===== src/rtl/lt24_pkg.sv =====
// Shared constants, state encodings and the bus-word table for the LT24 pixel writer.
package lt24_pkg;

    localparam logic [7:0] CMD_COL_SET   = 8'h2A;
    localparam logic [7:0] CMD_PAGE_SET  = 8'h2B;
    localparam logic [7:0] CMD_MEM_WRITE = 8'h2C;

    localparam int unsigned LCD_WIDTH_DEF  = 240;
    localparam int unsigned LCD_HEIGHT_DEF = 320;

    localparam int unsigned WORD_IDX_W = 4;
    localparam int unsigned SEQ_WORDS  = 12;
    localparam logic [WORD_IDX_W-1:0] LAST_WORD = WORD_IDX_W'(SEQ_WORDS - 1);

    typedef enum logic [1:0] {
        IDLE,
        WR_LOW,
        WR_HIGH,
        DROP
    } wrState_t;

    typedef enum logic [1:0] {
        STB_IDLE,
        STB_LOW,
        STB_HIGH
    } strobeState_t;

    typedef struct packed {
        logic        rs;
        logic [15:0] data;
    } busWord_t;

    // Word idx of the full window-set + memory-write sequence; the last word is always the pixel.
    function automatic busWord_t seqWord(
        input logic [WORD_IDX_W-1:0] idx,
        input logic [7:0]            x,
        input logic [8:0]            y,
        input logic [15:0]           pixel,
        input logic [15:0]           colEnd,
        input logic [15:0]           pageEnd
    );
        busWord_t w;
        w.rs   = 1'b1;
        w.data = '0;
        case (int'(idx))
            0:  begin w.rs = 1'b0; w.data = {8'h00, CMD_COL_SET}; end
            1:  w.data = '0;
            2:  w.data = {8'h00, x};
            3:  w.data = {8'h00, colEnd[15:8]};
            4:  w.data = {8'h00, colEnd[7:0]};
            5:  begin w.rs = 1'b0; w.data = {8'h00, CMD_PAGE_SET}; end
            6:  w.data = {8'h00, 7'b0, y[8]};
            7:  w.data = {8'h00, y[7:0]};
            8:  w.data = {8'h00, pageEnd[15:8]};
            9:  w.data = {8'h00, pageEnd[7:0]};
            10: begin w.rs = 1'b0; w.data = {8'h00, CMD_MEM_WRITE}; end
            11: w.data = pixel;
            default: w.data = '0;
        endcase
        return w;
    endfunction

endpackage


===== src/rtl/lt24_pixel_writer_if.sv =====
// Renderer-to-writer pixel handshake; a transfer is pixelWrite & pixelReady at a rising clock edge.
interface lt24_pixel_writer_if;

    logic [7:0]  xAddr;
    logic [8:0]  yAddr;
    logic [15:0] pixelData;
    logic        pixelWrite;
    logic        pixelReady;

    modport master (
        output xAddr,
        output yAddr,
        output pixelData,
        output pixelWrite,
        input  pixelReady
    );

    modport slave (
        input  xAddr,
        input  yAddr,
        input  pixelData,
        input  pixelWrite,
        output pixelReady
    );

endinterface


===== src/rtl/lt24_bus_strobe.sv =====
// One 8080-style write cycle: latches rs/data on start, holds Wr_n low then high for the programmed counts.
module lt24_bus_strobe
    import lt24_pkg::*;
#(
    parameter int unsigned WR_LOW_CYCLES  = 2,
    parameter int unsigned WR_HIGH_CYCLES = 2
) (
    input  logic        clock,
    input  logic        resetApp,
    input  logic        start,
    input  busWord_t    word,
    output logic        wrN,
    output logic        rs,
    output logic [15:0] data,
    output logic        lowDone,
    output logic        done
);

    localparam int unsigned MAX_CYCLES = (WR_LOW_CYCLES > WR_HIGH_CYCLES) ? WR_LOW_CYCLES : WR_HIGH_CYCLES;
    localparam int unsigned CW = $clog2(MAX_CYCLES + 1);
    localparam logic [CW-1:0] LOW_LAST  = CW'(WR_LOW_CYCLES - 1);
    localparam logic [CW-1:0] HIGH_LAST = CW'(WR_HIGH_CYCLES - 1);

    strobeState_t  phase;
    logic [CW-1:0] cnt;

    // Flags are valid in the final cycle of each phase so the parent can chain the next word without a gap.
    assign lowDone = (phase == STB_LOW)  && (cnt == LOW_LAST);
    assign done    = (phase == STB_HIGH) && (cnt == HIGH_LAST);

    always_ff @(posedge clock or posedge resetApp) begin
        if (resetApp) begin
            phase <= STB_IDLE;
            cnt   <= '0;
            wrN   <= 1'b1;
            rs    <= 1'b1;
            data  <= '0;
        end else if (start) begin
            phase <= STB_LOW;
            cnt   <= '0;
            wrN   <= 1'b0;
            rs    <= word.rs;
            data  <= word.data;
        end else begin
            case (phase)
                STB_LOW: begin
                    if (lowDone) begin
                        phase <= STB_HIGH;
                        cnt   <= '0;
                        wrN   <= 1'b1;
                    end else begin
                        cnt <= cnt + CW'(1);
                    end
                end
                STB_HIGH: begin
                    if (done) begin
                        phase <= STB_IDLE;
                        cnt   <= '0;
                    end else begin
                        cnt <= cnt + CW'(1);
                    end
                end
                default: cnt <= '0;
            endcase
        end
    end

endmodule


===== src/rtl/lt24_pixel_writer.sv =====
// Accepts pixels from a renderer and writes them to the LT24 via column/page/memory-write sequences.
// Optional LT24_STREAM_OPT_EN: skip the window commands for raster-contiguous pixels.
module lt24_pixel_writer
    import lt24_pkg::*;
#(
    parameter int unsigned WR_LOW_CYCLES  = 2,
    parameter int unsigned WR_HIGH_CYCLES = 2,
    parameter int unsigned LCD_WIDTH      = LCD_WIDTH_DEF,
    parameter int unsigned LCD_HEIGHT     = LCD_HEIGHT_DEF
) (
    input  logic                 clock,
    input  logic                 resetApp,
    input  logic                 initDone,
    lt24_pixel_writer_if.slave   pixelIf,
    output logic                 LT24Wr_n,
    output logic                 LT24Rd_n,
    output logic                 LT24CS_n,
    output logic                 LT24RS,
    output logic [15:0]          LT24Data
);

    localparam logic [8:0]  X_LIMIT  = 9'(LCD_WIDTH);
    localparam logic [8:0]  Y_LIMIT  = 9'(LCD_HEIGHT);
    localparam logic [15:0] COL_END  = 16'(LCD_WIDTH - 1);
    localparam logic [15:0] PAGE_END = 16'(LCD_HEIGHT - 1);

    wrState_t              state;
    logic                  pixelReadyReg;
    logic [WORD_IDX_W-1:0] wordIdx;
    logic [WORD_IDX_W-1:0] startIdx;
    logic [7:0]            curX;
    logic [8:0]            curY;
    logic [15:0]           curPixel;
    logic                  transfer;
    logic                  inRange;
    logic                  useStream;
    logic                  start;
    logic                  strobeLowDone;
    logic                  strobeDone;
    busWord_t              startWord;

    assign pixelIf.pixelReady = pixelReadyReg;
    assign LT24Rd_n = 1'b1;

    assign transfer = (state == IDLE) && pixelIf.pixelWrite && pixelReadyReg;
    assign inRange  = ({1'b0, pixelIf.xAddr} < X_LIMIT) && (pixelIf.yAddr < Y_LIMIT);

`ifdef LT24_STREAM_OPT_EN
    localparam logic [8:0] X_LAST = 9'(LCD_WIDTH - 1);
    localparam logic [8:0] Y_LAST = 9'(LCD_HEIGHT - 1);

    logic       streamValid;
    logic [7:0] lastX;
    logic [7:0] winX;
    logic [8:0] lastY;

    // Comparisons are widened by one bit so lastX+1 / lastY+1 can never wrap onto a valid coordinate.
    assign useStream = streamValid && (
        (({1'b0, pixelIf.xAddr} == {1'b0, lastX} + 9'd1) && (pixelIf.yAddr == lastY) && ({1'b0, lastX} < X_LAST)) ||
        (({1'b0, lastX} == X_LAST) && (pixelIf.xAddr == winX) &&
         ({1'b0, pixelIf.yAddr} == {1'b0, lastY} + 10'd1) && (lastY < Y_LAST)));

    always_ff @(posedge clock or posedge resetApp) begin
        if (resetApp) begin
            streamValid <= 1'b0;
            lastX       <= '0;
            lastY       <= '0;
            winX        <= '0;
        end else if (transfer && inRange) begin
            streamValid <= 1'b1;
            lastX       <= pixelIf.xAddr;
            lastY       <= pixelIf.yAddr;
            if (!useStream) begin
                winX <= pixelIf.xAddr;
            end
        end else if (state == DROP) begin
            streamValid <= 1'b0;
        end
    end
`else
    assign useStream = 1'b0;
`endif

    // A streamed pixel enters the sequence at the final (pixel data) word.
    assign startIdx = useStream ? LAST_WORD : '0;

    always_comb begin
        if (state == IDLE) begin
            startWord = seqWord(startIdx, pixelIf.xAddr, pixelIf.yAddr, pixelIf.pixelData, COL_END, PAGE_END);
        end else begin
            startWord = seqWord(wordIdx + WORD_IDX_W'(1), curX, curY, curPixel, COL_END, PAGE_END);
        end
    end

    assign start = (transfer && inRange) ||
                   ((state == WR_HIGH) && strobeDone && (wordIdx != LAST_WORD));

    always_ff @(posedge clock or posedge resetApp) begin
        if (resetApp) begin
            state         <= IDLE;
            pixelReadyReg <= 1'b0;
            LT24CS_n      <= 1'b1;
            wordIdx       <= '0;
            curX          <= '0;
            curY          <= '0;
            curPixel      <= '0;
        end else begin
            case (state)
                IDLE: begin
                    pixelReadyReg <= initDone;
                    LT24CS_n      <= 1'b1;
                    if (transfer) begin
                        pixelReadyReg <= 1'b0;
                        if (!inRange) begin
                            state <= DROP;
                        end else begin
                            state    <= WR_LOW;
                            LT24CS_n <= 1'b0;
                            wordIdx  <= startIdx;
                            curX     <= pixelIf.xAddr;
                            curY     <= pixelIf.yAddr;
                            curPixel <= pixelIf.pixelData;
                        end
                    end
                end
                WR_LOW: begin
                    if (strobeLowDone) begin
                        state <= WR_HIGH;
                    end
                end
                WR_HIGH: begin
                    if (strobeDone) begin
                        if (wordIdx == LAST_WORD) begin
                            state         <= IDLE;
                            pixelReadyReg <= 1'b1;
                            LT24CS_n      <= 1'b1;
                        end else begin
                            state   <= WR_LOW;
                            wordIdx <= wordIdx + WORD_IDX_W'(1);
                        end
                    end
                end
                DROP: begin
                    state         <= IDLE;
                    pixelReadyReg <= 1'b1;
                end
                default: state <= IDLE;
            endcase
        end
    end

    lt24_bus_strobe #(
        .WR_LOW_CYCLES  (WR_LOW_CYCLES),
        .WR_HIGH_CYCLES (WR_HIGH_CYCLES)
    ) u_strobe (
        .clock    (clock),
        .resetApp (resetApp),
        .start    (start),
        .word     (startWord),
        .wrN      (LT24Wr_n),
        .rs       (LT24RS),
        .data     (LT24Data),
        .lowDone  (strobeLowDone),
        .done     (strobeDone)
    );

endmodule


===== src/flat_wrapper.sv =====
// flat-port wrapper written by rule: the top's interface ports become plain ports
module lt24_pixel_writer_flat import lt24_pkg::*;
#(
    parameter int unsigned WR_LOW_CYCLES  = 2,
    parameter int unsigned WR_HIGH_CYCLES = 2,
    parameter int unsigned LCD_WIDTH      = LCD_WIDTH_DEF,
    parameter int unsigned LCD_HEIGHT     = LCD_HEIGHT_DEF
)
  (clock, resetApp, initDone, LT24Wr_n, LT24Rd_n, LT24CS_n, LT24RS, LT24Data, pixelIf_xAddr, pixelIf_yAddr, pixelIf_pixelData, pixelIf_pixelWrite, pixelIf_pixelReady);
  lt24_pixel_writer_if pixelIf_i ();
  input  logic clock;
  input  logic resetApp;
  input  logic initDone;
  output logic LT24Wr_n;
  output logic LT24Rd_n;
  output logic LT24CS_n;
  output logic LT24RS;
  output logic [15:0] LT24Data;
  input wire logic [$bits(pixelIf_i.xAddr)-1:0] pixelIf_xAddr;
  input wire logic [$bits(pixelIf_i.yAddr)-1:0] pixelIf_yAddr;
  input wire logic [$bits(pixelIf_i.pixelData)-1:0] pixelIf_pixelData;
  input wire logic [$bits(pixelIf_i.pixelWrite)-1:0] pixelIf_pixelWrite;
  output wire logic [$bits(pixelIf_i.pixelReady)-1:0] pixelIf_pixelReady;
  assign pixelIf_i.xAddr = pixelIf_xAddr;
  assign pixelIf_i.yAddr = pixelIf_yAddr;
  assign pixelIf_i.pixelData = pixelIf_pixelData;
  assign pixelIf_i.pixelWrite = pixelIf_pixelWrite;
  assign pixelIf_pixelReady = pixelIf_i.pixelReady;
  lt24_pixel_writer #(.WR_LOW_CYCLES(WR_LOW_CYCLES), .WR_HIGH_CYCLES(WR_HIGH_CYCLES), .LCD_WIDTH(LCD_WIDTH), .LCD_HEIGHT(LCD_HEIGHT)) u_core (.clock(clock), .resetApp(resetApp), .initDone(initDone), .pixelIf(pixelIf_i), .LT24Wr_n(LT24Wr_n), .LT24Rd_n(LT24Rd_n), .LT24CS_n(LT24CS_n), .LT24RS(LT24RS), .LT24Data(LT24Data));
endmodule

===== config.mk =====
export PLATFORM = sky130hd
export DESIGN_NAME = lt24_pixel_writer_flat
export DESIGN_NICKNAME = d
export VERILOG_FILES = /design/src/rtl/lt24_pkg.sv /design/src/rtl/lt24_pixel_writer_if.sv /design/src/rtl/lt24_bus_strobe.sv /design/src/rtl/lt24_pixel_writer.sv /design/src/flat_wrapper.sv
export SDC_FILE = /design/constraint.sdc
export NUM_CORES = 1
export LEC_CHECK = 0
export CORE_MARGIN = 4
export CORE_UTILIZATION = 45
export DETAILED_ROUTE_END_ITERATION = 6
export DONT_BUFFER_PORTS = 1
export HOLD_SLACK_MARGIN = 0.08
export PLACE_DENSITY_LB_ADDON = 0.3
export SKIP_LAST_GASP = 1
export SYNTH_ARGS = -nofsm -noshare
export SYNTH_HDL_FRONTEND = slang
export SYNTH_HIERARCHICAL = 1
export SYNTH_SLANG_ARGS = --single-unit

===== constraint.sdc =====
create_clock -name clock -period 5.4 [get_ports clock]
set_input_delay 1.08 -clock clock [delete_from_list [all_inputs] [get_ports clock]]
set_output_delay 1.08 -clock clock [all_outputs]
set_load 0.005 [all_outputs]

# Word-level counts from Yosys, hierarchy flattened
# Index checks and enable logic that the tools add are counted.
dict set report word_totals {
  regBits 63
  output_inout_bits 21
}
dict set report op_classes {
  add_sub_neg 2
  magnitude_cmp 2
  n_eq_ne 25
  mux 31
  reduce_logical 24
}
# cell count
set ops {}
lappend ops {{$pmux 16 s10} 1}
lappend ops {{$eq 4x4->1 const B} 5}
lappend ops {{$mux 2} 9}
lappend ops {{$mux 17} 1}
lappend ops {{$eq 4x3->1 const B} 4}
lappend ops {{$mux 4} 4}
lappend ops {{$reduce_and 3->1} 5}
lappend ops {{$mux 1} 10}
lappend ops {{$lt 9x9->1 const B} 1}
lappend ops {{$logic_and 1x1->1} 8}
lappend ops {{$lt 8x8->1 const B} 1}
lappend ops {{$ne 2x1->1 const B} 4}
lappend ops {{$pmux 2 s2} 2}
lappend ops {{$pmux 2 s4} 1}
lappend ops {{$pmux 4 s2} 1}
lappend ops {{$eq 2x1->1 const B} 3}
lappend ops {{$eq 2x2->1 const B} 3}
lappend ops {{$ne 3x1->1 const B} 2}
lappend ops {{$reduce_bool 2->1} 3}
lappend ops {{$reduce_bool 3->1} 2}
lappend ops {{$reduce_and 5->1} 1}
lappend ops {{$add 4x1->4 const B} 1}
lappend ops {{$eq 4x2->1 const B} 1}
lappend ops {{$logic_not 4->1} 1}
lappend ops {{other kinds (9)} 10}

# Depth between registers and ports, before layout
# Gate-level depths: netlist of the first run.
dict set report logic_depth {
  depth_word 7
  mapped_depth 10
}

# Modules after synthesis
# Netlist of the first run, hierarchy kept.
# module n_inst cells_per_inst area_each_um2 seq_area_each_um2
set modules_own_cells {}
lappend modules_own_cells {lt24_pixel_writer 1 217 2422.3 1027.2}
lappend modules_own_cells {lt24_bus_strobe 1 63 923.4 553.0}

# Worst setup path after synthesis of the first run
# Ideal clock, no wire load.
dict set report synth_timing {
  path_kind {in2reg}
  start {input pixelIf_yAddr[6]}
  end {register u_core.u_strobe.data[0]}
  setup_ps 125
  arrival_ps 2678
  required_ps 5275
  path_slack_ps 2597
  cell_stages 8
  path_buffers 2
  cell_sequence {o21ai_1 -> nand2_1 -> or4_4 -> buf_6 -> a21o_1 -> inv_1 -> buf_6 -> mux2_2}
}
dict set report synth_via {
  elab_chain_len 4
}
# item line
set synth_lines {}
lappend synth_lines {{from (decl)} flat_wrapper.sv:20} ;# input wire logic [$bits(pixelIf_i.yAddr)-1:0] pixelIf_yAddr;
lappend synth_lines {{$lt 9x9->1} lt24_pixel_writer.sv:46} ;# assign inRange = ({1'b0, pixelIf.xAddr} < X_LIMIT) && (pixelIf.yAddr < Y_LIMIT);
lappend synth_lines {{$logic_and 1x1->1} lt24_pixel_writer.sv:46}
lappend synth_lines {{$logic_and 1x1->1} lt24_pixel_writer.sv:95} ;# assign start = (transfer && inRange) ||
lappend synth_lines {{$logic_or 1x1->1} lt24_pixel_writer.sv:95}
lappend synth_lines {{named net u_core.start} lt24_pixel_writer.sv:37} ;# logic start;
lappend synth_lines {{to (signal assigned)} lt24_bus_strobe.sv:43} ;# data <= word.data;
lappend synth_lines {{to (decl)} lt24_bus_strobe.sv:14} ;# output logic [15:0] data,
# The timed path passes the listed nets, and every way through them passes these cells.
# A chain may end at the register's enable or synchronous reset.

# Worst setup path after layout of the first run
# Same ends and word-level chain as after synthesis.

==> flow_summary_export.csv, run 1 <==
group,metric,value,unit
status,status,"finished clean",
floorplanning,die_area,0.00888,sq mm
final_layout,final_nets,322,
setup_path,cp.arrival,3520,ps
route,firstDrtPassIters,4,
floorplanning,ios,58,
floorplanning,die_w,94.2,um
yosys,synth_edf_count,0,
final_layout,syn2layout_area_growth,6.92,%
floorplanning,fp-row-count,31,
global_routing,grt_pass1_wl,11200,um
route,wl_per_cell,17.7,um
global_routing,grt_max_degree,42,
setup_path,critPathMaxFanout,35,
setup_path,worstSetupPathType,"in -> reg",
timing,max_slew_margin,0.362,
yosys,yosys.area_share.simple,0.113,
power,power.static_leakage,1.66,nW
yosys,synth_cell_types,56,
route,wl_met2,3250,um
power,ir_worst_vdd,231,uV
cts,clk_path_buf_depth,2,
cts,clock_latency,330,ps
timing,worst_slew_pin_slew,956,ps
yosys,synth_top_area_frac,0.449,
cts,cts_buffers,9,
route,drt-total-wl,6750,um
timing,skew,8.81,ps
yosys,synthArstFlopShare,1.00,
yosys,synth.area.top_cells,"dfrtp_1 45%, mux2_4 13%, mux2_2 7.1%",
route,first_iter_violations,129,
setup_path,cp-end-kind,"flop",
yosys,synth_top_family_by_area,"multiplexers",
setup_path,crit_path_start,"pixelIf_yAddr[6]",
cts,path_clk_slew,60,ps
place,post-dp-hpwl,4810,um
yosys,synth.avg_cell_area,11.9,sq um
final_layout,antenna_cells,0,
floorplanning,initial_core_util,0.461,
timing,hold_violations,0,
global_routing,grtUsageTotal,0.165,
power,swShare,0.332,
worst_hold_path,min_path_type,"reg -> reg",
yosys,synthMuxAreaShare,0.214,
final_layout,drive_gt1_frac,0.272,
flow_run,cap_violations,0,
setup_path,rr_worst_depth,4,
power,power_switching,0.000663,W
power,p_clk_frac,0.211,
route,ant_nets,0,
yosys,yosysMostFrequentCell,"dfrtp_1",
timing,setup_viol,0,
yosys,synth_compound_area_frac,0.120,
cts,clock-root-buffer,"clkbuf_8",
yosys,ys_ff_latch,63,
yosys,yosysSeqAreaShare,0.472,
route,wl_met3,384,um
power,p_int,0.00133,W
yosys,synth_xor_area_frac,0.00785,
yosys,synth_top_area_cell,"dfrtp_1",
cts,hold_buffers,0,
setup_path,crit_end,"u_core/u_strobe/data[0]$_DFFE_PP0P_",
setup_path,r2r_start,"u_core/state[1]$_DFFE_PP0P_",
yosys,ys.flop_type,"dfrtp_1",
floorplanning,core,0.00725,sq mm
timing,fin_tns_setup,0,ps
yosys,syn_area,0.00335,sq mm
yosys,synth_common_cells,"60 x dfrtp_1, 29 x mux2_4, 21 x mux2_2, 18 x a21oi_1, 17 x nand2_1",
global_routing,antenna_found_initial,0,
cts,post-cts-setup-buffers,0,
power,power_density,558,mW/mm^2
route,via_per_inst,5.57,
cts,cts_tree,"built",
yosys,synth_fa_ha_area_frac,0.0262,
timing,rsz0062_at_grt,"false",
route,drc,0,
yosys,syn_nets,324,
floorplanning,die_h,94.2,um
yosys,syn_inst,280,
cts,htreeDepth,3,
timing,min_period,3310,ps
setup_path,required,5610,ps
power,seqPwrFrac,0.437,
route,drt-met1-wl,3010,um
setup_path,start_kind,"input pin",
route,num_vias,2127,
timing,timing.hold.ws,501,ps
power,p_comb_frac,0.352,
global_routing,overflow,0,
setup_path,r2r_setup_slack,2500,ps
global_routing,grt_pass1_vias,2179,
final_layout,fillers,646,
place,port_buffers,0,
timing,post-route-period-util,0.613,
yosys,yosys_warnings,6,
route,top_layer_used,"met4",
timing,drv_slew,0,
place,place_congestion,0.820,
setup_path,r2r_end,"u_core/u_strobe/data[0]$_DFFE_PP0P_",
timing,fmax,302,MHz
cts,clkSinkCount,63,
cts,cts.repair.resized,0,
==> state kept, by name, indices dropped and copies added, names as in the netlist <==
register,cells
u_core/pixelIf.pixelReady,1
u_core/LT24CS_n,1
u_core/state,2
u_core/curX,8
u_core/wordIdx,4
u_core/curY,9
u_core/u_strobe/rs,1
u_core/curPixel,16
u_core/u_strobe/data,16
u_core/u_strobe/phase,2
u_core/u_strobe/cnt,2
u_core/u_strobe/wrN,1
==> logic make-up (layout without fill, tap and decap cells) <==
group                      after synthesis  after routing
and+or+nand+nor                         68             68
other                                    1              1
AOI/OAI and AO/OA                       58             58
DFF                                     63             63
buffers and inverters                   26             29
adders and majority gates                7              7
xor gates and xnor gates                 3              3
muxes                                   54             54
==> cells in the final DEF, fill, tap and decap left out, types with 2 or more instances in the layout <==
cell	netlist	routed
mux2_1	2	2
a21oi_1	18	18
a221oi_1	2	2
nor3b_1	2	2
a222oi_1	2	2
nand3b_1	3	3
dfstp_2	3	3
o21ai_0	7	7
o22ai_1	4	4
mux2_2	21	21
and2_1	11	11
clkinv_2	0	2
nor3_1	2	2
clkbuf_8	0	12
and3_1	2	2
nand3_1	5	5
a22oi_1	5	5
inv_1	12	12
nor2b_1	5	5
nand2b_1	3	3
dfrtp_1	60	60
xnor2_1	2	2
o21ai_1	2	2
nor2_1	9	9
a31oi_1	2	2
mux2i_1	2	2
nand2_1	17	17
ha_1	7	7
mux2_4	29	29
a22o_1	2	2
nand4_1	2	2
==> worst max-delay path, cell delays in order <==
cell	delay, ps
o21ai_1	140
nand2_1	100
or4_4	790
a21o_1	290
inv_1	700
mux2_2	420
==> worst min path at each step <==
stage | cells past startpoint | endpoint | start | slack, ps
final | 1 | u_core/curPixel[8]$_DFFE_PP0P_ | u_core/curPixel[8]$_DFFE_PP0P_ | 500
after detailed placement | 1 | u_core/curPixel[8]$_DFFE_PP0P_ | u_core/curPixel[8]$_DFFE_PP0P_ | 480
after global placement | 1 | u_core/curPixel[13]$_DFFE_PP0P_ | u_core/curPixel[13]$_DFFE_PP0P_ | 480
after CTS | 1 | u_core/curPixel[8]$_DFFE_PP0P_ | u_core/curPixel[8]$_DFFE_PP0P_ | 500
after floorplan | 1 | u_core/curPixel[12]$_DFFE_PP0P_ | u_core/curPixel[12]$_DFFE_PP0P_ | 470
after global routing | 1 | u_core/curPixel[8]$_DFFE_PP0P_ | u_core/curPixel[8]$_DFFE_PP0P_ | 520
==> layout make-up <==
cell class,count,area (sq um),area share
clock inverter,3,40.0,0.0112
clock buffer,13,169,0.0472
tap,99,124,0.0346
sequential,63,1580,0.442
inverter,12,45.0,0.0126
multi-input combinational,191,1610,0.451
timing repair buffer,1,7.51,0.00210
==> power groups by stage <==
| stage | combinational (W) | clock (W) | sequential [W] |
|---|---|---|---|
| 2_1_floorplan | 0.000645 | 0 | 0.000794 |
| 3_3_place_gp | 0.000690 | 0 | 0.000876 |
| 3_5_place_dp | 0.000702 | 0 | 0.000881 |
| 4_1_cts | 0.000706 | 0.000433 | 0.000876 |
| 5_1_grt | 0.000782 | 0.000457 | 0.000904 |
| 6_report | 0.000703 | 0.000421 | 0.000872 |
==> through the flow <==
| stage | std cells | total power [W] | cell area, sq um | setup WS, ps | utilization |
|---|---|---|---|---|---|
| 2_1_floorplan | 280 | 0.00144 | 3350 | 2600 | - |
| 3_3_place_gp | 366 | 0.00157 | 3370 | 1800 | 0.464 |
| 3_5_place_dp | 366 | 0.00158 | 3370 | 1740 | 0.464 |
| 4_1_cts | 382 | 0.00201 | 3580 | 2090 | 0.493 |
| 5_1_grt | 382 | 0.00214 | 3580 | 2010 | 0.493 |
| 6_report | 382 | 0.00200 | 3580 | 2090 | 0.493 |
==> per-layer routing <==
layer,track usage,vias up
met5,0,-
met1,0.214,1060
met3,0.0561,8
li1,-,1005
met2,0.257,54
met4,0.0566,0
(Power assumes the default switching activity.)
==> inputs of run 2 (changes only) <==
==> constraint.sdc (replaced) <==
create_clock -name clock -period 3.09 [get_ports clock]
set_input_delay 0.618 -clock clock [delete_from_list [all_inputs] [get_ports clock]]
set_output_delay 0.618 -clock clock [all_outputs]
set_load 0.005 [all_outputs]
==> flow_summary_export.csv, run 2 (synthesis results as in run 1) <==
group,metric,value,unit
status,status,"finished clean",
final_layout,final_cell_mix,"60 x dfrtp_1, 29 x mux2_4, 21 x mux2_2",
floorplanning,fp-row-count,31,
power,swShare,0.356,
power,power_switching,0.00122,W
place,dp_cells,370,
timing,fmax,367,MHz
cts,clkSinkCount,63,
power,ir_worst_vdd,447,uV
final_layout,fillers,658,
floorplanning,die_w,94.2,um
timing,setup_viol,0,
route,num_vias,2144,
final_layout,final_common_cell,"dfrtp_1",
final_layout,postLayoutCellArea,0.00358,sq mm
power,power.static_leakage,1.66,nW
setup_path,start_kind,"flop",
place,post-dp-hpwl,5110,um
route,first_iter_violations,152,
timing,drv_slew,0,
cts,clk_path_buf_depth,2,
route,drt-total-wl,7170,um
global_routing,overflow,0,
power,power_density,960,mW/mm^2
timing,max_slew_margin,0.383,
global_routing,grt_pass1_vias,2324,
power,seqPwrFrac,0.444,
route,drc,0,
setup_path,critPathMaxFanout,13,
route,firstDrtPassIters,5,
final_layout,antenna_cells,0,
cts,htreeDepth,3,
timing,worst_slew_pin_slew,925,ps
setup_path,cp-end-kind,"flop",
timing,rsz0062_at_grt,"false",
setup_path,required,3310,ps
final_layout,final_cell_count_no_fill,386,
timing,fin_tns_setup,0,ps
floorplanning,initial_core_util,0.461,
setup_path,crit_path_start,"u_core/wordIdx[1]$_DFFE_PP0P_",
route,ant_nets,0,
setup_path,r2r_start,"u_core/wordIdx[1]$_DFFE_PP0P_",
flow_run,cap_violations,0,
place,placed_cell_area,0.00340,sq mm
cts,post-cts-setup-buffers,0,
timing,hold_violations,0,
final_layout,drive_gt1_frac,0.286,
cts,clock_latency,340,ps
final_layout,syn2layout_area_growth,7.07,%
route,via_per_inst,5.55,
setup_path,r2r_end,"u_core/u_strobe/data[7]$_DFFE_PP0P_",
floorplanning,die_h,94.2,um
cts,clock-root-buffer,"clkbuf_8",
setup_path,worstSetupPathType,"reg -> reg",
global_routing,grt_max_degree,42,
power,p_clk_frac,0.190,
final_layout,top_regs,"u_core/curPixel (16), u_core/u_strobe/data (16), u_core/curY (9)",
power,p_int,0.00222,W
setup_path,rr_worst_depth,7,
cts,cts_tree,"built",
cts,path_clk_slew,70,ps
floorplanning,ios,58,
place,place_congestion,0.910,
setup_path,crit_end,"u_core/u_strobe/data[7]$_DFFE_PP0P_",
timing,min_period,2730,ps
worst_hold_path,min_path_type,"in -> async",
place,port_buffers,0,
global_routing,grtUsageTotal,0.175,
cts,cts_buffers,9,
final_layout,final_nets,326,
floorplanning,die_area,0.00888,sq mm
timing,post-route-period-util,0.882,
timing,skew,7.58,ps
setup_path,r2r_setup_slack,360,ps
power,p_comb_frac,0.366,
global_routing,grt_pass1_wl,11700,um
global_routing,antenna_found_initial,0,
setup_path,cp.arrival,2950,ps
route,wl_per_cell,18.6,um
cts,hold_buffers,0,
floorplanning,core,0.00725,sq mm
cts,cts.repair.resized,0,
run 2: layer usage:
| metal | global-route usage | share of wire | vias up |
|---|---|---|---|
| li1 | - | - | 1008 |
| met1 | 0.220 | 0.43 | 1070 |
| met2 | 0.278 | 0.49 | 54 |
| met3 | 0.0537 | 0.060 | 12 |
| met4 | 0.0746 | 0.022 | 0 |
| met5 | 0 | 0 | - |
run 2: worst max-delay path: stages (launching register included):
cell      delay (ps)
dfrtp_1          520
ha_1             470
and3b_1          230
a32o_1           340
o21bai_1         190
o32ai_2          480
a21oi_1           80
mux2_1           310
run 2: layout make-up:
| class | count | area (sq um) | area share |
|---|---|---|---|
| multi-input cells | 191 | 1610 | 0.450 |
| flip-flops and latches | 63 | 1580 | 0.441 |
| clock buffers | 10 | 138 | 0.0384 |
| well taps | 99 | 124 | 0.0346 |
| clock inverters | 6 | 46.3 | 0.0129 |
| inverters | 12 | 45.0 | 0.0126 |
| repair buffers | 5 | 37.5 | 0.0105 |
run 2: stage by stage:
step	utilization	setup slack (ps)	power (W)	hold slack [ps]
CTS	0.494	432	0.00345	323
floorplan	-	749	0.00251	470
global route	0.494	215	0.00367	344
finish	0.494	363	0.00344	302
global placement	0.469	525	0.00276	479
detailed placement	0.469	464	0.00279	489
run 2: how the worst min path moves through the flow:
stage / to / from / depth (start not counted)
2_1_floorplan: u_core/curPixel[12]$_DFFE_PP0P_ / u_core/curPixel[12]$_DFFE_PP0P_ / 1
6_report: u_core/curPixel[9]$_DFFE_PP0P_ / resetApp / 2
5_1_grt: u_core/curPixel[9]$_DFFE_PP0P_ / resetApp / 2
3_3_place_gp: u_core/curPixel[13]$_DFFE_PP0P_ / u_core/curPixel[13]$_DFFE_PP0P_ / 1
3_5_place_dp: u_core/curPixel[14]$_DFFE_PP0P_ / u_core/curPixel[14]$_DFFE_PP0P_ / 1
4_1_cts: u_core/curPixel[9]$_DFFE_PP0P_ / resetApp / 2
run 2: power by group through the flow:
stage                     clock (W)  combinational [W]  sequential, W
after global placement            0            0.00123        0.00153
final                      0.000652            0.00126        0.00153
after floorplan                   0            0.00113        0.00139
after detailed placement          0            0.00125        0.00154
after CTS                  0.000672            0.00125        0.00153
after global routing       0.000711            0.00138        0.00158
==> variant 1, RTL diff (settings of run 2) <==
Re-encode `wrState_t` (4 states) as one-hot, 4 bits wide.
--- a/src/rtl/lt24_pkg.sv
+++ b/src/rtl/lt24_pkg.sv
@@ -12,11 +12,11 @@
     localparam int unsigned SEQ_WORDS  = 12;
     localparam logic [WORD_IDX_W-1:0] LAST_WORD = WORD_IDX_W'(SEQ_WORDS - 1);
 
-    typedef enum logic [1:0] {
-        IDLE,
-        WR_LOW,
-        WR_HIGH,
-        DROP
+    typedef enum logic [3:0] {
+        IDLE    = 4'b0001,
+        WR_LOW  = 4'b0010,
+        WR_HIGH = 4'b0100,
+        DROP    = 4'b1000
     } wrState_t;
 
     typedef enum logic [1:0] {
Function: same outputs for any inputs over 10 cycles, from zero or initial values and one cycle with resetApp high; not proved beyond that.
==> variant 1 against run 2 <==
  * Worst hold slack worse by 0.088 ns
  * Sequential cell count grew 2
  * Final area increased by 2.4%
  * Via count up 20%
  * Routed wire length up 12%
  * Synthesized area increased by 1.8%
  * Worst setup slack lost 0.13 ns
  * Critical endpoint unchanged
Power is not compared: it rests on default switching activity, and its combinational part moved more than twofold at a synthesized area within 25%.
==> variant 1: results (changes against run 2) <==
status complete, no violations; portion of netlist area occupied by mux cells 6.245% (-15 points); slowest CP cell ha_1; Post-Synth XOR/XNOR Area 1.029% (+0.24 points); met2 Resource Use GR 29.59% (+1.8 points); TritonCTS Buffers 9 (unchanged); antenna-violating nets left 0 (unchanged); yosys warns 6 (unchanged); predominant post-synthesis flop cell dfrtp_1; vias in the first global route 2691 (+16%); post-synth net total 414 (+28%); synth cell count leaders nand2_1 (118), dfrtp_1 (61), a21oi_1 (18); worst reg2reg path startpoint u_core/wordIdx[0]; initial antenna violation count 0 (unchanged); dpl ws 0.3225 ns (-0.1416 ns); Fin Hold WS 0.2136 ns (-0.08821 ns); setup TNS 0 ns (unchanged); Skew-Pair Late Insertion Delay 0.34 ns (about the same); layout cells sized above 1 14.56% (-14 points); top sig layer met4; power in combinational cells 0.0226 mW; met3 GRT Util 6.932% (+1.6 points); fraction of registers with async set/reset 100.0% (unchanged); Synth Area in Compound Gates 12.71% (+0.71 points); WP data arrival 3.07 ns (+0.12 ns); Initial DRT Pass Iterations 4 (-1); skew final 0.005643 ns (-0.001941 ns); pin count of the biggest net entering global routing 34 (-19%); Worst VDD drop 0.2224 mV; largest fanout on the critical path 21 (+8); r2r worst-path depth 7 (unchanged); setup slack, reg-to-reg 0.24 ns (-0.13 ns); placed cell count 454 (+23%); Largest regs u_core/curPixel x16, u_core/u_strobe/data x16, u_core/curY x9; Post-Place Cell Area 3475 µm² (+2.2%); Routed met1 length 3.662 mm (+18%); RR Endpoint u_core/u_strobe/data[7]; Global Route Usage Sum 19.47% (+2.0 points); final WL 8.024 mm (+12%); Synth Area in Adders 2.572% (-0.046 points); Vias/cell 5.487 (-1.2%); part of the Yosys area used for sequential elements 47.91% (+0.67 points); CP max stage delay 0.67 ns (+0.15 ns); GP Congestion 0.8953 (-1.6%); Synth cell types 61 (+8.9%); sw power around 0.36 mW; Cells after Synth 370 (+32%); P_seq ~0.85 mW; Slew HR 39.95% (+1.7 points); met1 Use GR 25.29% (+3.3 points); DR WL met2 3.645 mm (+4.4%); Routed WL per cell 17.07 µm (-8.1%); met3 routed WL 537 µm (+25%); Iter 0 DRT Violations 200 (+32%); largest cells by area after synthesis dfrtp_1 (45%), nand2_1 (13%), mux2_2 (5.3%); top cell family by delay on the critical path compound AO/OA/AOI/OAI gates; Post-DP HPWL 5.769 mm (+13%); first-pass GRT wire length 13.43 mm (+14%); number of synthesized flops with an enable pin 0 (unchanged)
[variant 1: how the worst max path moves through the flow]
| stage | endpoint | cells after the start | startpoint |
|---|---|---|---|
| 4_1_cts | u_core/u_strobe/data[7] | 7 | u_core/wordIdx[0] |
| 5_1_grt | u_core/u_strobe/data[7] | 7 | u_core/wordIdx[0] |
| 2_1_floorplan | u_core/u_strobe/data[7] | 8 | u_core/wordIdx[1] |
| 3_3_place_gp | u_core/u_strobe/data[7] | 7 | u_core/wordIdx[0] |
| 3_5_place_dp | u_core/u_strobe/data[7] | 7 | u_core/wordIdx[0] |
| 6_report | u_core/u_strobe/data[7] | 7 | u_core/wordIdx[0] |
[variant 1: final cells by class]
cell class / count / area (µm²)
inverter: 12 / 45.04
timing repair buffer: 6 / 57.56
multi-input combinational: 272 / 1617
tap: 99 / 123.9
clock inverter: 7 / 70.07
sequential: 65 / 1632
clock buffer: 9 / 123.9
fill: 733 / 3623
==> variant 2, RTL diff (settings of run 2) <==
Without the edit above. `WR_HIGH_CYCLES` is set to 2 in 3 places; all go to 1.
--- a/src/rtl/lt24_bus_strobe.sv
+++ b/src/rtl/lt24_bus_strobe.sv
@@ -3,7 +3,7 @@
     import lt24_pkg::*;
 #(
     parameter int unsigned WR_LOW_CYCLES  = 2,
-    parameter int unsigned WR_HIGH_CYCLES = 2
+    parameter int unsigned WR_HIGH_CYCLES = 1
 ) (
     input  logic        clock,
     input  logic        resetApp,
--- a/src/rtl/lt24_pixel_writer.sv
+++ b/src/rtl/lt24_pixel_writer.sv
@@ -4,7 +4,7 @@
     import lt24_pkg::*;
 #(
     parameter int unsigned WR_LOW_CYCLES  = 2,
-    parameter int unsigned WR_HIGH_CYCLES = 2,
+    parameter int unsigned WR_HIGH_CYCLES = 1,
     parameter int unsigned LCD_WIDTH      = LCD_WIDTH_DEF,
     parameter int unsigned LCD_HEIGHT     = LCD_HEIGHT_DEF
 ) (
--- a/src/flat_wrapper.sv
+++ b/src/flat_wrapper.sv
@@ -2,7 +2,7 @@
 module lt24_pixel_writer_flat import lt24_pkg::*;
 #(
     parameter int unsigned WR_LOW_CYCLES  = 2,
-    parameter int unsigned WR_HIGH_CYCLES = 2,
+    parameter int unsigned WR_HIGH_CYCLES = 1,
     parameter int unsigned LCD_WIDTH      = LCD_WIDTH_DEF,
     parameter int unsigned LCD_HEIGHT     = LCD_HEIGHT_DEF
 )
Function: changed (Yosys sat finds a counterexample within 10 cycles, from zero or initial values and one cycle with resetApp high).
==> variant 2 against run 2 <==
  * Clock power up 9.5%
  * Synthesized area up 0.22%
  * Largest power group unchanged
  * Via count up 2.8%
  * Sequential cell count unchanged
  * Worst setup slack worse by 0.030 ns
  * Core utilization up 0.19 points
  * Total power down 3.9%
  * Routed wire length down 2.1%
  * Final area up 0.38%
  * Non-clock buffer count down 1
==> variant 2: results (changes against run 2) <==
status complete, no violations; Skew-Pair Late Insertion Delay 0.34 ns (about the same); dpl ws 0.3557 ns (-0.1083 ns); final WL 7.019 mm (-2.1%); Post-DP HPWL 5.052 mm (-1.0%); Synth cell types 52 (-7.1%); portion of netlist area occupied by mux cells 21.31% (-0.048 points); first-pass GRT wire length 11.50 mm (-2.0%); Worst VDD drop 0.4506 mV (+0.74%); Global Route Usage Sum 16.94% (-0.54 points); Post-Synth XOR/XNOR Area 0.7836% (-0.0018 points); part of the Yosys area used for sequential elements 47.13% (-0.11 points); layout cells sized above 1 27.43% (-1.1 points); synth cell count leaders dfrtp_1 (60), mux2_4 (29), mux2_2 (23); Leakage 1.666 nW (+0.19%); Routed WL per cell 18.14 µm (-2.4%); skew final 0.01225 ns (+0.004664 ns); Slew @ Worst Pin 1.088 ns (+0.1637 ns); CP max stage delay 0.62 ns (+0.10 ns); largest fanout on the critical path 20 (+7); pin count of the biggest net entering global routing 35 (-17%); DR vias 2205 (+2.8%); setup bufs post-CTS 0 (unchanged); Synth Area in Adders 2.985% (+0.37 points); Iter 0 DRT Violations 243 (+60%); predominant post-synthesis flop cell dfrtp_1; Synth Area in Compound Gates 11.68% (-0.33 points); post-synth net total 328 (+1.2%); largest cells by area after synthesis dfrtp_1 (45%), mux2_4 (13%), mux2_2 (7.7%); GP Congestion 0.8646 (-5.0%); port bufs 0 (unchanged); WP data arrival 2.98 ns (+0.03 ns); Initial DRT Pass Iterations 5 (unchanged)
variant 2: path summary, 6_finish.rpt:
path                                        start                       to  slack (ns)  cells after the start
max                             u_core/wordIdx[1]  u_core/u_strobe/data[7]        0.33                      7
min                                      resetApp  u_core/u_strobe/data[1]        0.37                      1
max reg2reg                     u_core/wordIdx[1]  u_core/u_strobe/data[7]        0.33                      7
min reg2reg                u_core/u_strobe/cnt[0]   u_core/u_strobe/cnt[0]        0.47                      1
max in group asynchronous                resetApp       u_core/curPixel[4]        1.91                      2
min in group clock               pixelIf_yAddr[2]           u_core/curY[2]        0.42                      1
variant 2: routing by layer:
| layer | wire, µm | part of all wire (%) | track usage, % |
|---|---|---|---|
| met2 | 3284 | 47 | 25.24 |
| met3 | 477 | 6.8 | 5.048 |
| met5 | 0 | 0 | 0 |
| met1 | 3148 | 45 | 23.42 |
| met4 | 109 | 1.6 | 6.137 |
variant 2: report_power, final:
part	total [mW]	switching, mW	internal (mW)
Combinational	1.10	0.474	0.625
Sequential	1.49	0.309	1.18
Clock	0.714	0.303	0.411
variant 2: stage by stage:
stage          total power [mW]  area, µm²
2_1_floorplan             2.369       3353
6_report                  3.305       3596
5_1_grt                   3.515       3596
3_3_place_gp              2.577       3398
3_5_place_dp              2.608       3398
4_1_cts                   3.332       3596
variant 2: worst reg2reg max path, stage by stage, from the launching register on:
cell and delay [ns]:
dfrtp_1 0.49, ha_1 0.62, and3b_1 0.25, a32o_1 0.33
o21bai_1 0.19, o32ai_2 0.42, a21oi_1 0.08, mux2_2 0.27
variant 2: cell type report:
cell class | instances | area share [%]
Clock buffer | 12 | 4.315
Clock inverter | 3 | 1.183
Inverter | 16 | 1.670
Multi-Input combinational cell | 190 | 44.61
Sequential cell | 63 | 43.95
Tap cell | 99 | 3.445
Timing Repair Buffer | 4 | 0.8351
